--- config.mk ---
export PLATFORM = sky130hd
export DESIGN_NAME = load_store_unit
export DESIGN_NICKNAME = d
export VERILOG_FILES = /design/src/rtl/load_store_unit.sv
export SDC_FILE = /design/constraint.sdc
export NUM_CORES = 1
export LEC_CHECK = 0
export BUFFER_PORTS_ARGS = -buffer_cell sky130_fd_sc_hd__buf_2
export CORE_MARGIN = 2
export CORE_UTILIZATION = 48
export CTS_CLUSTER_SIZE = 20
export DETAILED_ROUTE_END_ITERATION = 16
export MAX_ROUTING_LAYER = met4
export PLACE_DENSITY = 0.77
export SYNTH_ARGS = -nofsm -noshare
export SYNTH_HDL_FRONTEND = slang
export SYNTH_SLANG_ARGS = --single-unit
--- constraint.sdc ---
create_clock -name clk -period 3.12 [get_ports clk]
set_clock_uncertainty 0.1 [all_clocks]
set_input_delay 0.156 -clock clk [delete_from_list [all_inputs] [get_ports clk]]
set_output_delay 0.156 -clock clk [all_outputs]
set_load 0.02 [all_outputs]
--- src/rtl/load_store_unit.sv ---
// ============================================================================
// load_store_unit: RV32I load/store engine; byte-serialised stores, extended loads. Rev 1.0
// ============================================================================
`default_nettype none
`timescale 1ns/1ps

module load_store_unit #(
  parameter int MEM_BYTES = 8192,
  parameter int ADDR_W    = 32
) (
  input  logic              clk,
  input  logic              rst_n,
  input  logic              req_valid,
  output logic              req_ready,
  input  logic              req_isStore,
  input  logic [2:0]        req_funct3,
  input  logic [ADDR_W-1:0] req_address,
  input  logic [31:0]       req_storeData,
  output logic              resp_valid,
  output logic [31:0]       resp_loadData,
  output logic              resp_fault,
  output logic [ADDR_W-1:0] dataAddress,
  output logic [31:0]       writeData,
  output logic              memWrite,
  output logic              sb,
  input  logic [31:0]       data
);

  typedef enum logic [1:0] {
    S_IDLE  = 2'd0,
    S_LOAD  = 2'd1,
    S_STORE = 2'd2,
    S_RESP  = 2'd3
  } state_t;

  localparam logic [ADDR_W:0] C_MEM_LIMIT = (ADDR_W+1)'(MEM_BYTES);

  // Access size minus one, i.e. the index of the last byte touched.
  function automatic logic [1:0] f_last(input logic [1:0] sz);
    case (sz)
      2'b00:   f_last = 2'd0;
      2'b01:   f_last = 2'd1;
      default: f_last = 2'd3;
    endcase
  endfunction

  state_t            r_state;
  logic [1:0]        r_byteCnt;
  logic [ADDR_W-1:0] r_addr;
  logic [31:0]       r_storeData;
  logic [2:0]        r_funct3;
  logic              r_ready;
  logic              r_respValid;
  logic              r_respFault;
  logic [31:0]       r_respData;
  logic [ADDR_W-1:0] r_dataAddr;
  logic [7:0]        r_wbyte;
  logic              r_memWrite;

  state_t            w_stateNxt;
  logic [1:0]        w_cntNxt;
  logic              w_accept;
  logic              w_readyNxt;
  logic [ADDR_W-1:0] w_addrNxt;
  logic [7:0]        w_wbyteNxt;
  logic              w_memWrNxt;
  logic              w_respValidNxt;
  logic              w_respFaultNxt;
  logic [31:0]       w_respDataNxt;

  logic [ADDR_W:0]   w_reqEnd;
  logic              w_badF3;
  logic              w_reqFault;
  logic [1:0]        w_last;
  logic [1:0]        w_cntInc;
  logic [7:0]        w_nextByte;
  logic [31:0]       w_ext;

  // End address carries an extra bit so a wrapping access is caught as a fault.
  assign w_reqEnd   = {1'b0, req_address} + (ADDR_W+1)'(f_last(req_funct3[1:0]));
  assign w_badF3    = (req_funct3 == 3'b011) |
                      (req_funct3[2] & (req_funct3[1] | req_isStore));
  assign w_reqFault = w_badF3 | (w_reqEnd >= C_MEM_LIMIT);

  assign w_last     = f_last(r_funct3[1:0]);
  assign w_cntInc   = r_byteCnt + 2'd1;
  assign w_nextByte = r_storeData[{w_cntInc, 3'b000} +: 8];

  always_comb begin
    case (r_funct3)
      3'b000:  w_ext = {{24{data[7]}}, data[7:0]};
      3'b100:  w_ext = {24'b0, data[7:0]};
      3'b001:  w_ext = {{16{data[15]}}, data[15:0]};
      3'b101:  w_ext = {16'b0, data[15:0]};
      default: w_ext = data;
    endcase
  end

  always_ff @(posedge clk or negedge rst_n) begin
    if (!rst_n) begin
      r_state <= S_IDLE;
    end else begin
      r_state <= w_stateNxt;
    end
  end

  always_comb begin
    w_stateNxt     = r_state;
    w_cntNxt       = r_byteCnt;
    w_accept       = 1'b0;
    w_readyNxt     = 1'b0;
    w_addrNxt      = r_dataAddr;
    w_wbyteNxt     = r_wbyte;
    w_memWrNxt     = 1'b0;
    w_respValidNxt = 1'b0;
    w_respFaultNxt = 1'b0;
    w_respDataNxt  = 32'b0;
    case (r_state)
      S_IDLE: begin
        if (r_ready && req_valid) begin
          w_accept = 1'b1;
          w_cntNxt = 2'd0;
          if (w_reqFault) begin
            w_stateNxt     = S_RESP;
            w_respValidNxt = 1'b1;
            w_respFaultNxt = 1'b1;
          end else if (req_isStore) begin
            w_stateNxt = S_STORE;
            w_addrNxt  = req_address;
            w_wbyteNxt = req_storeData[7:0];
            w_memWrNxt = 1'b1;
          end else begin
            w_stateNxt = S_LOAD;
            w_addrNxt  = req_address;
          end
        end else begin
          w_readyNxt = 1'b1;
        end
      end
      S_LOAD: begin
        w_stateNxt     = S_RESP;
        w_respValidNxt = 1'b1;
        w_respDataNxt  = w_ext;
      end
      S_STORE: begin
        if (r_byteCnt == w_last) begin
          w_stateNxt     = S_RESP;
          w_respValidNxt = 1'b1;
        end else begin
          w_cntNxt   = w_cntInc;
          w_addrNxt  = r_addr + ADDR_W'(w_cntInc);
          w_wbyteNxt = w_nextByte;
          w_memWrNxt = 1'b1;
        end
      end
      S_RESP: begin
        w_stateNxt = S_IDLE;
        w_readyNxt = 1'b1;
      end
      default: w_stateNxt = S_IDLE;
    endcase
  end

  always_ff @(posedge clk or negedge rst_n) begin
    if (!rst_n) begin
      r_byteCnt   <= 2'd0;
      r_addr      <= '0;
      r_storeData <= 32'b0;
      r_funct3    <= 3'b0;
      r_ready     <= 1'b0;
      r_respValid <= 1'b0;
      r_respFault <= 1'b0;
      r_respData  <= 32'b0;
      r_dataAddr  <= '0;
      r_wbyte     <= 8'b0;
      r_memWrite  <= 1'b0;
    end else begin
      r_byteCnt   <= w_cntNxt;
      r_ready     <= w_readyNxt;
      r_respValid <= w_respValidNxt;
      r_respFault <= w_respFaultNxt;
      r_respData  <= w_respDataNxt;
      r_dataAddr  <= w_addrNxt;
      r_wbyte     <= w_wbyteNxt;
      r_memWrite  <= w_memWrNxt;
      if (w_accept) begin
        r_addr      <= req_address;
        r_storeData <= req_storeData;
        r_funct3    <= req_funct3;
      end
    end
  end

  assign req_ready     = r_ready;
  assign resp_valid    = r_respValid;
  assign resp_fault    = r_respFault;
  assign resp_loadData = r_respData;
  assign dataAddress   = r_dataAddr;
  assign writeData     = {24'b0, r_wbyte};
  assign memWrite      = r_memWrite;
  assign sb            = r_memWrite;

endmodule

`default_nettype wire

==> key figures <==
GRT
  • Largest net degree at the start of global routing: 78
  • Initial antenna violation count: 1
  • Vias in the first global route: 6071
  • Total grt overflow: 0
  • First-pass GRT wire length: around 30 mm
  • Total track usage: 23.9%

Route
  • Vias/cell: 5.16
  • Drt wl/cell: 16.2 µm
  • Final wirelength: 19.1 mm
  • DRC Markers: 0
  • 1st-pass router iterations: 5
  • DR iter-0 viols: a little over 300
  • Via count of the routed design: 6084
  • Routed Antenna Nets: 0

Critical path
  • WS Path Type: input port to flip-flop
  • CP Max Fanout: 20
  • Delay-heaviest family, CP: compound AO/OA/AOI/OAI gates
  • CP Cell Sequence: dlygate4sd3_1, buf_2, nand4_2, or4_4, o31a_1, a211oi_2, o2111a_2, nand2_2, a21o_4, buf_12, mux2_4
  • Reg2reg setup slack: ~0.21 ns
  • Crit end category: flip-flop
  • Reg-to-Reg End: dataAddress[25]$_DFFE_PN0P_
  • Worst setup SP type: input port
  • Cell with the largest stage delay on the worst path: or4_4
  • CP peak stage delay: 0.61 ns
  • CP required: 3.33 ns
  • CP Data Arrival Time: 3.26 ns
  • Crit path buf inv count: 3
  • Worst reg-to-reg path cell count: 9
  • Reg2reg start: r_byteCnt[0]$_DFFE_PN0P_

STA
  • Rel. slew slack: about a quarter
  • Endpoints failing setup: 0
  • Worst-Margin Slew: around 1.1 ns
  • Slew Viols, Final: 0
  • Minimum clock period: a little over 3 ns
  • Final hold slack: 0.0208 ns
  • Fmax: 327 MHz
  • Total Neg Setup Slack: 0 ns
  • Endpoints failing hold: 0
  • Final worst path period share: 97.9%

Synthesis
  • Async set or reset register ratio after synthesis: between 90% and 100%
  • Synth Register Bits: 147
  • Synth Instances: just under 700
  • Unique cell type count in the Yosys netlist: 60
  • Mapped Area: 7670 µm²
  • Syn_area_per_cell: about 11 µm²
  • Yosys warns: 0
  • Post-synth top flop: dfrtp_1
  • Number of synthesized flops with an enable pin: 0
  • Sequential area share after synthesis: 48.0%

Power
  • P_leak: 4.94 nW
  • Power Density: around 940 nW/µm²
  • Peak supply drop: 544 µV
  • Tot Pwr: about 9.7 mW

Place
  • Gpl congestion: about 0.89
  • Port bufs: 179
  • Placed cells: 1048
  • Dpl hpwl: about 12 mm

Run status
  • Status: complete, no violations

Worst hold path
  • Worst Hold Depth: 4
  • Hold Path Origin: req_valid
  • Worst hold path class: input port to flip-flop
  • Min-Delay Endpoint: req_ready$_DFF_PN0_

Clocking
  • Clock-pin slew on the worst setup and hold paths: 0.06 ns
  • CTS tree: done
  • Longest Clk Path Bufs: 2
  • H-tree depth: 4
  • Clk_lat worst skew: 0.43 ns
  • Num CTS Buffers: 17
  • # clock sinks: 147
  • Clock root cell: clkbuf_16

Job
  • Max-Cap Viols: 0

Floorplan
  • Die area: 17000 µm²
  • Die Ht: 130 µm
  • Die width: 130 µm
  • # IOs: 204
  • Core area: 15800 µm²
  • Row cnt: 46
  • Initial Util: between 40% and 50%

Finish
  • Share of cells above drive strength 1: 37.9%
  • Post-synthesis to final-layout area growth: 34.9%
  • Nets@finish: ~1100
  • Post-route insts no fill: 1179
-- how the worst max path moves through the flow --
| stage | from | end | slack (ns) | cells past startpoint |
|---|---|---|---|---|
| detailed placement | req_funct3[0] | dataAddress[28]$_DFFE_PN0P_ | -0.07 | 13 |
| finish | req_address[4] | dataAddress[15]$_DFFE_PN0P_ | 0.07 | 11 |
| global route | req_address[2] | dataAddress[20]$_DFFE_PN0P_ | -0.007 | 11 |
| CTS | req_address[1] | dataAddress[15]$_DFFE_PN0P_ | 0.02 | 12 |
| global placement | req_funct3[0] | dataAddress[18]$_DFFE_PN0P_ | 0.04 | 13 |
| floorplan | r_byteCnt[1]$_DFFE_PN0P_ | dataAddress[25]$_DFFE_PN0P_ | 0.01 | 12 |
-- layer usage --
metal / track usage [%] / part of all wire (%) / vias to the layer above
li1: - / - / 2890
met1: 30.4 / 44 / 2961
met2: 37.6 / 49 / 194
met3: 4.89 / 4.9 / 39
met4: 9.64 / 2.4 / 0
met5: - / 0 / -
-- worst reg2reg max path, stage by stage (launching register included) --
cell and delay [ns]:
dfrtp_1 0.39, xor2_1 0.19, ha_1 0.29, a21o_1 0.16, nand3_1 0.17, or3b_2 0.57, nor3_2 0.39, xnor2_1 0.17
a21oi_1 0.08, mux2_4 0.28
-- stage by stage --
step | setup WS, ns | instance area [µm²] | util (%)
2_1_floorplan | 0.0131 | 7760 | -
3_3_place_gp | 0.0431 | 8730 | 55.4
3_5_place_dp | -0.0721 | 8730 | 55.4
4_1_cts | 0.0150 | 10300 | 65.2
5_1_grt | -0.00740 | 10300 | 65.6
6_report | 0.0652 | 10300 | 65.6
-- Yosys cell counts, types with 11 or more instances --
master | instances | share of area [%]
nand3_1 | 21 | 1.4
inv_1 | 31 | 1.5
clkbuf_1 | 30 | 1.5
a21oi_1 | 54 | 3.5
nand2_1 | 36 | 1.8
nand4_1 | 14 | 1.1
and3_1 | 11 | 0.90
nor2_1 | 37 | 1.8
mux2_4 | 24 | 4.7
mux2_2 | 83 | 12
buf_4 | 25 | 2.4
xnor2_1 | 19 | 2.2
dfrtp_1 | 147 | 48
xor2_1 | 16 | 1.8
o21ai_0 | 21 | 1.4
-- layout by cell type, fill, tap and decap left out, types with 21 or more instances in the layout --
cell	synthesis	layout
conb_1	1	24
nand2_1	36	36
dfrtp_1	147	147
dlygate4sd3_1	0	97
mux2_2	83	83
inv_1	31	31
o21ai_0	21	21
nor2_1	37	37
a21oi_1	54	52
buf_2	4	178
mux2_4	24	24
-- layout make-up --
class | count | area [µm²]
Fill cell | 1235 | 5430
Sequential cell | 147 | 3680
Multi-Input combinational cell | 458 | 3630
Timing Repair Buffer | 295 | 2080
Clock buffer | 22 | 464
Tap cell | 216 | 270
Inverter | 31 | 116
Clock inverter | 9 | 106
Antenna cell | 1 | 2.50
-- sequential cells by signal, summed over array words and instances, names as in the netlist --
name / cells
resp_valid: 1
req_ready: 1
resp_loadData: 32
r_byteCnt: 2
resp_fault: 1
r_storeData: 32
r_addr: 32
memWrite: 1
r_funct3: 3
r_state: 2
r_wbyte: 8
dataAddress: 32
-- power breakdown --
part	internal [mW]	switching [mW]	total (mW)
Sequential	2.79	0.583	3.38
Clock	1.21	0.778	1.99
Combinational	2.14	2.17	4.32
Total	6.15	3.54	9.68
-- cells by family (layout without fill, tap and decap cells) --
| family | Yosys count | count (layout) | synth area share, % |
|---|---|---|---|
| fa+ha+maj | 10 | 10 | 1.83 |
| flops | 147 | 147 | 48.0 |
| other cells | 1 | 25 | 0.0489 |
| simple gates | 168 | 168 | 11.6 |
| mux | 124 | 124 | 20.4 |
| buf+inv | 97 | 357 | 6.77 |
| xor+xnor | 35 | 35 | 4.00 |
| compound gates | 97 | 97 | 7.33 |
-- what timing repair did --
action                                  CTS  global route
hold endpoints to repair                175             0
gates resized for setup                   0            11
setup buffers                             0             2
endpoints found under the setup margin    0            40
hold buffers                             97             0
Power figures use the tool's default switching activity.
